===== src/rtl/countdown.sv =====
// Loadable down-counter that clamps loads to [Floor, Init], counts toward Floor
// under En_i, and pulses Done_o once when a decrement lands on Floor.
module countdown #(
  parameter logic [31:0] Init  = 32'd64,
  parameter logic [31:0] Floor = 32'd8
) (
  input  logic        Clk_i,
  input  logic        Reset_n_i,
  input  logic        En_i,
  input  logic        Load_valid_i,
  input  logic [31:0] Load_data_i,
  output logic        Load_ready_o,
  output logic [31:0] Data_o,
  output logic        Empty_o,
  output logic        Done_o
);

  typedef enum logic [1:0] {
    IDLE  = 2'd0,
    COUNT = 2'd1,
    HOLD  = 2'd2
  } state_t;

  state_t      state, state_next;
  logic [31:0] data_next;
  logic        empty_next;
  logic        done_next;
  logic        load_accept;
  logic        dec_accept;
  logic [31:0] load_clamped;
  logic [31:0] data_minus_one;

  // Ready depends only on the registered state, so it is glitch-free.
  assign Load_ready_o = (state != COUNT);

  always_ff @(posedge Clk_i) begin
    if (!Reset_n_i) begin
      state   <= IDLE;
      Data_o  <= Init;
      Empty_o <= 1'b0;
      Done_o  <= 1'b0;
    end else begin
      state   <= state_next;
      Data_o  <= data_next;
      Empty_o <= empty_next;
      Done_o  <= done_next;
    end
  end

  always_comb begin
    state_next     = state;
    data_next      = Data_o;
    done_next      = 1'b0;
    load_clamped   = Load_data_i;
    data_minus_one = Data_o - 32'd1;

    if (Load_data_i < Floor) begin
      load_clamped = Floor;
    end else if (Load_data_i > Init) begin
      load_clamped = Init;
    end

    // A load wins over a decrement; HOLD never decrements since Data_o is at Floor.
    load_accept = Load_valid_i && (state != COUNT);
    dec_accept  = !load_accept && En_i && (Data_o > Floor) &&
                  ((state == IDLE) || (state == COUNT));

    if (load_accept) begin
      data_next  = load_clamped;
      state_next = (load_clamped > Floor) ? IDLE : HOLD;
    end else if (dec_accept) begin
      data_next  = data_minus_one;
      state_next = (data_minus_one > Floor) ? COUNT : HOLD;
      done_next  = (data_minus_one == Floor);
    end

    empty_next = (data_next == Floor);
  end

endmodule


===== config.mk =====
export PLATFORM = sky130hd
export DESIGN_NAME = countdown
export DESIGN_NICKNAME = d
export VERILOG_FILES = /design/src/rtl/countdown.sv
export SDC_FILE = /design/constraint.sdc
export NUM_CORES = 1
export LEC_CHECK = 0
export BUFFER_PORTS_ARGS = -buffer_cell sky130_fd_sc_hd__buf_2
export CELL_PAD_IN_SITES_DETAIL_PLACEMENT = 0
export CELL_PAD_IN_SITES_GLOBAL_PLACEMENT = 1
export CORE_MARGIN = 5
export CORE_UTILIZATION = 38
export CTS_BUF_LIST = sky130_fd_sc_hd__clkbuf_16
export DETAILED_ROUTE_END_ITERATION = 8
export GPL_TIMING_DRIVEN = 0
export HOLD_SLACK_MARGIN = 0.06
export PLACE_DENSITY_LB_ADDON = 0.1
export RECOVER_POWER = 100
export SLEW_MARGIN = 40
export SYNTH_ARGS = -nofsm -noshare
export SYNTH_HDL_FRONTEND = slang
export SYNTH_SLANG_ARGS = --single-unit

===== constraint.sdc =====
create_clock -name Clk_i -period 3.8 [get_ports Clk_i]
set_input_delay 0.38 -clock Clk_i [delete_from_list [all_inputs] [get_ports Clk_i]]
set_output_delay 0.38 -clock Clk_i [all_outputs]
set_load 0.02 [all_outputs]

# Yosys cells after proc, flatten, opt, wreduce, memory -nomap -nowiden
# Index checks and enable logic that the tools add are counted.
[op_classes] addsub=1 n_lt_le_gt_ge=5 eq_ne=4 mux=8 bitwise=2 reduce_logical=9
[op_table] cell="$mux 32" n=4
[op_table] cell="$gt 32x4->1 const B" n=3
[op_table] cell="$eq 32x4->1 const B" n=2
[op_table] cell="$gt 32x7->1 const B" n=1
[op_table] cell="$lt 32x4->1 const B" n=1
[op_table] cell="$sub 32x1->32 const B" n=1
[op_table] cell="$mux 2" n=4
[op_table] cell="$logic_and 1x1->1" n=4
[op_table] cell="$reduce_or 3->1" n=1
[op_table] cell="$eq 2x1->1 const B" n=1
[op_table] cell="$logic_not 2->1" n=1
[op_table] cell="$ne 2x1->1 const B" n=1
[op_table] cell="$not 1->1" n=2
[op_table] cell="$reduce_bool 2->1" n=1
[op_table] cell="$logic_not 1->1" n=1
[op_table] cell="$logic_or 1x1->1" n=1
[totals] regBits=36 wordCells=33

# Logic depth before layout (Yosys ltp)
[logic_depth] word_depth=9 mapped_depth=11

# Worst setup path after synthesis
# No wires, ideal clock.
[synth_timing] path_kind="reg2reg" startpoint="register Data_o[9]" endpoint="register state[1]" t_arrival_ps=3040 t_required_ps=3742 slack_ps=702 stages_incl_launch_ff=11 path_buffers=2 path_cell_list="dfxtp_1 > buf_6 > or4_4 > or4_4 > buf_6 > nor3_1 > xnor2_1 > nand4_1 > or4_1 > nor2_1 > o21a_1"
[synth_via] elab_chain_len=5 elab_cells_between_ends=9
[synth_lines] element="start: declaration" line_no="13" text="output logic [31:0] Data_o,"
[synth_lines] element="start signal: assignment" line_no="39" text="Data_o <= Init;"
[synth_lines] element="start signal: assignment" line_no="44" text="Data_o <= data_next;"
[synth_lines] element="$sub 32x1->32" line_no="55" text="data_minus_one = Data_o - 32'd1;"
[synth_lines] element="$gt 32x4->1" line_no="73" text="state_next = (data_minus_one > Floor) ? COUNT : HOLD;"
[synth_lines] element="$mux 2" line_no="73"
[synth_lines] element="$mux 2" line_no="71" text="end else if (dec_accept) begin"
[synth_lines] element="$mux 2" line_no="68" text="if (load_accept) begin"
[synth_lines] element="end signal: assignment" line_no="43" text="state <= state_next;"
[synth_lines] element="end: declaration" line_no="24" text="state_t state, state_next;"
# Parallel ways exist; a longest one is shown, timed or not. The select of a mux whose other input is x is not followed.
# A chain may end at the register's enable or synchronous reset.

# Worst setup path after layout
[layout_timing] startpoint="register Data_o[19]" endpoint="register state[1]"
# The elaborated chain is that of the path after synthesis.

==> out/metrics.cfg <==
[yosys]
synthCells=368
synth_ff_type=dfxtp_1
ys_ff_latch=36
netlist_top_cells_count=nor2_1, dfxtp_1, nand2_1, xnor2_1, nor3_1
syn_nets=407
synth_edf_count=0
ys_seq_area_share_pct=26.2
synth.cell_area_um2=2750
netlist.area_leader.share_pct=26.2
yosysMostFrequentCell=nor2_1
async_reset_ff_share_pct=0
synth_area_leader_cell=dfxtp_1
synth_area_leaders=dfxtp_1, xnor2_1, nor2_1
netlist-cell-type-count=61
syn_area_per_cell_um2=7.47
yosys_warnings=0

[sta]
drv_slew=11
fin_worst_skew_ns=0.00710
setup_tns_ns=0
maxSlewHeadroom_pct=-1.38
hold_slack_ns=0.407
final.min_clock_period_ns=3.55
timing.final.crit_share_pct=93.4
tightest_slew_ns=1.51
final-hold-violation-count=0
rsz0062_at_grt=no
clock.fmax_ghz=0.282
setup_violations=0

[status]
status=complete, but fails checks
violations=capacitance limit, slew limit

[final_layout]
nFillCells=793
fin_cells=544
diodes=0
multi_input_area_um2=1900
num-nets-final=484
syn_to_final_growth_pct=21.2
layout-drive-gt1-share_pct=14.4
regArea_um2=721

[clocking]
cts_root_buf=clkbuf_16
cts_sinks=36
cts_tree=done
cts_resized=0
cts-hold-fix-buffers=0
clockBufferDepth=2
worstSkewPairLatency_ns=0.28
htreeDepth=2
cts_setup_buffers=0
cts_made_buffers=5
cts.clk_slew.worst_paths_ns=0.05

[critical_path]
arrival_ns=3.77
crit_fanout=10
critPathLaunchType=flop
critPathKind=reg -> reg
cp_slowest_cell=a211oi_1
worst_setup_path_end_kind=flop
crit_path_frequent_cell=nor2_1
path_cells=clkbuf_1, nor3_2, nand4_1, nor2_1, a211oi_1, nand2_1, or4_1, nor2_1, o21a_1
critPathRequiredTime_ns=4.02
max_stage_delay_ns=1.24

[floorplanning]
ios=71
die_w_um=95.1
dieArea_um2=9030
core_area_um2=7140
die_y_um=95.1
fp-row-count=31
initial_utilization_pct=38.5

[drt]
first_pass_iters=5
via_per_inst=5.73
route.detailed.drc=0
ant_nets=0
wl_per_cell_um=18.1
drt_iter0_markers=239
vias=3117
wl_um=9860

[place]
dp_hpwl_um=7640
gp_congestion=0.902
placedCellCount=537
numPortBuffers=70

[grt]
grt.met3_usage_pct=3.47
grt_pass1_vias=3014
grt.busiest_layer=met2
grt_max_degree=11
grt_use_total_pct=22.2
grt_overflow=0
grt_antenna_before_repair=0
met2_usage_pct=37.5
met1_usage_pct=29.4
grt_pass1_wl_um=15600

[pwr]
internal_power_uw=756
switching_share_pct=34.7
combPwrFrac_pct=30.8
powerDensity_nw_per_um2=348
clkPwrFrac_pct=33.9
p_leak_nw=1.17
fin_total_pwr_mw=1.16
ir_drop_v=0.000165
p_switching_uw=402
seq_power_share_pct=35.3

[run]
max_cap_violations=1

[min_path]
hold_class=in -> reg

[stage by stage]
stage	util, %	setup slack, ns	cell area, um^2
3_5_place_dp	45.3	0.125	3230
4_1_cts	47.2	0.0978	3370
3_3_place_gp	45.2	0.119	3220
5_1_grt	46.7	0.0377	3330
2_1_floorplan	-	0.702	2750
6_report	46.7	0.250	3330
[path summary, 6_finish.rpt]
check / from / end / slack (ns) / cells past startpoint
max: Data_o[19]$_SDFF_PN0_ / state[1]$_SDFFE_PN0P_ / 0.25 / 9
min: Reset_n_i / state[1]$_SDFFE_PN0P_ / 0.41 / 2
max reg2reg: Data_o[19]$_SDFF_PN0_ / state[1]$_SDFFE_PN0P_ / 0.25 / 9
min reg2reg: state[0]$_SDFFE_PN0P_ / state[0]$_SDFFE_PN0P_ / 0.50 / 2
[cell usage in the layout (no fill, tap or decap), types with 9 or more instances in the layout]
master,n
xnor2_1,24
nor2_1,55
nor3_1,19
buf_2,37
o21ai_0,16
nand4_1,12
xor2_1,12
nor4_1,11
inv_1,9
a21oi_1,16
clkbuf_1,48
nand2_1,24
nand3_1,13
dfxtp_1,36
[layer usage]
| metal | up-vias | wire length (um) |
|---|---|---|
| met1 | 1452 | 4310 |
| li1 | 1505 | - |
| met2 | 146 | 4530 |
| met4 | 0 | 173 |
| met5 | - | 0 |
| met3 | 14 | 849 |
[power groups by stage]
stage	registers [mW]	logic (mW)	clock network [mW]
after floorplan	0.424	0.235	0
after global placement	0.415	0.355	0
after detailed placement	0.415	0.356	0
after CTS	0.407	0.358	0.403
after global routing	0.411	0.390	0.418
final	0.409	0.357	0.392
[sequential cells by signal, indices dropped and copies added, names as in the netlist]
register  count
Data_o       32
state         2
Done_o        1
Empty_o       1
[area by class of cell]
cell class                      count  share of cell area (%)
Buffer                             21                    3.27
Clock buffer                        5                    3.76
Clock inverter                      2                   0.225
Inverter                            9                    1.01
Multi-Input combinational cell    302                    57.2
Sequential cell                    36                    21.6
Tap cell                           99                    3.72
Timing Repair Buffer               70                    9.20
[cell families after synthesis]
group | count (synthesis) | share of synthesized area (%)
AO/OA/AOI/OAI | 71 | 17.0
AND/OR/NAND/NOR | 192 | 38.6
buffers and inverters | 30 | 5.32
adder cells (fa/ha/maj) | 3 | 1.37
XOR/XNOR | 36 | 11.5
flip-flops | 36 | 26.2
[critical path, delay by kind of cell, from the launching register on]
| family | cells | cell delay [ns] |
|---|---|---|
| and+or+nand+nor | 6 | 1.38 |
| buffers and inverters | 1 | 0.37 |
| DFF | 1 | 0.33 |
| AOI/OAI and AO/OA | 2 | 1.40 |
(Power assumes the default switching activity.)
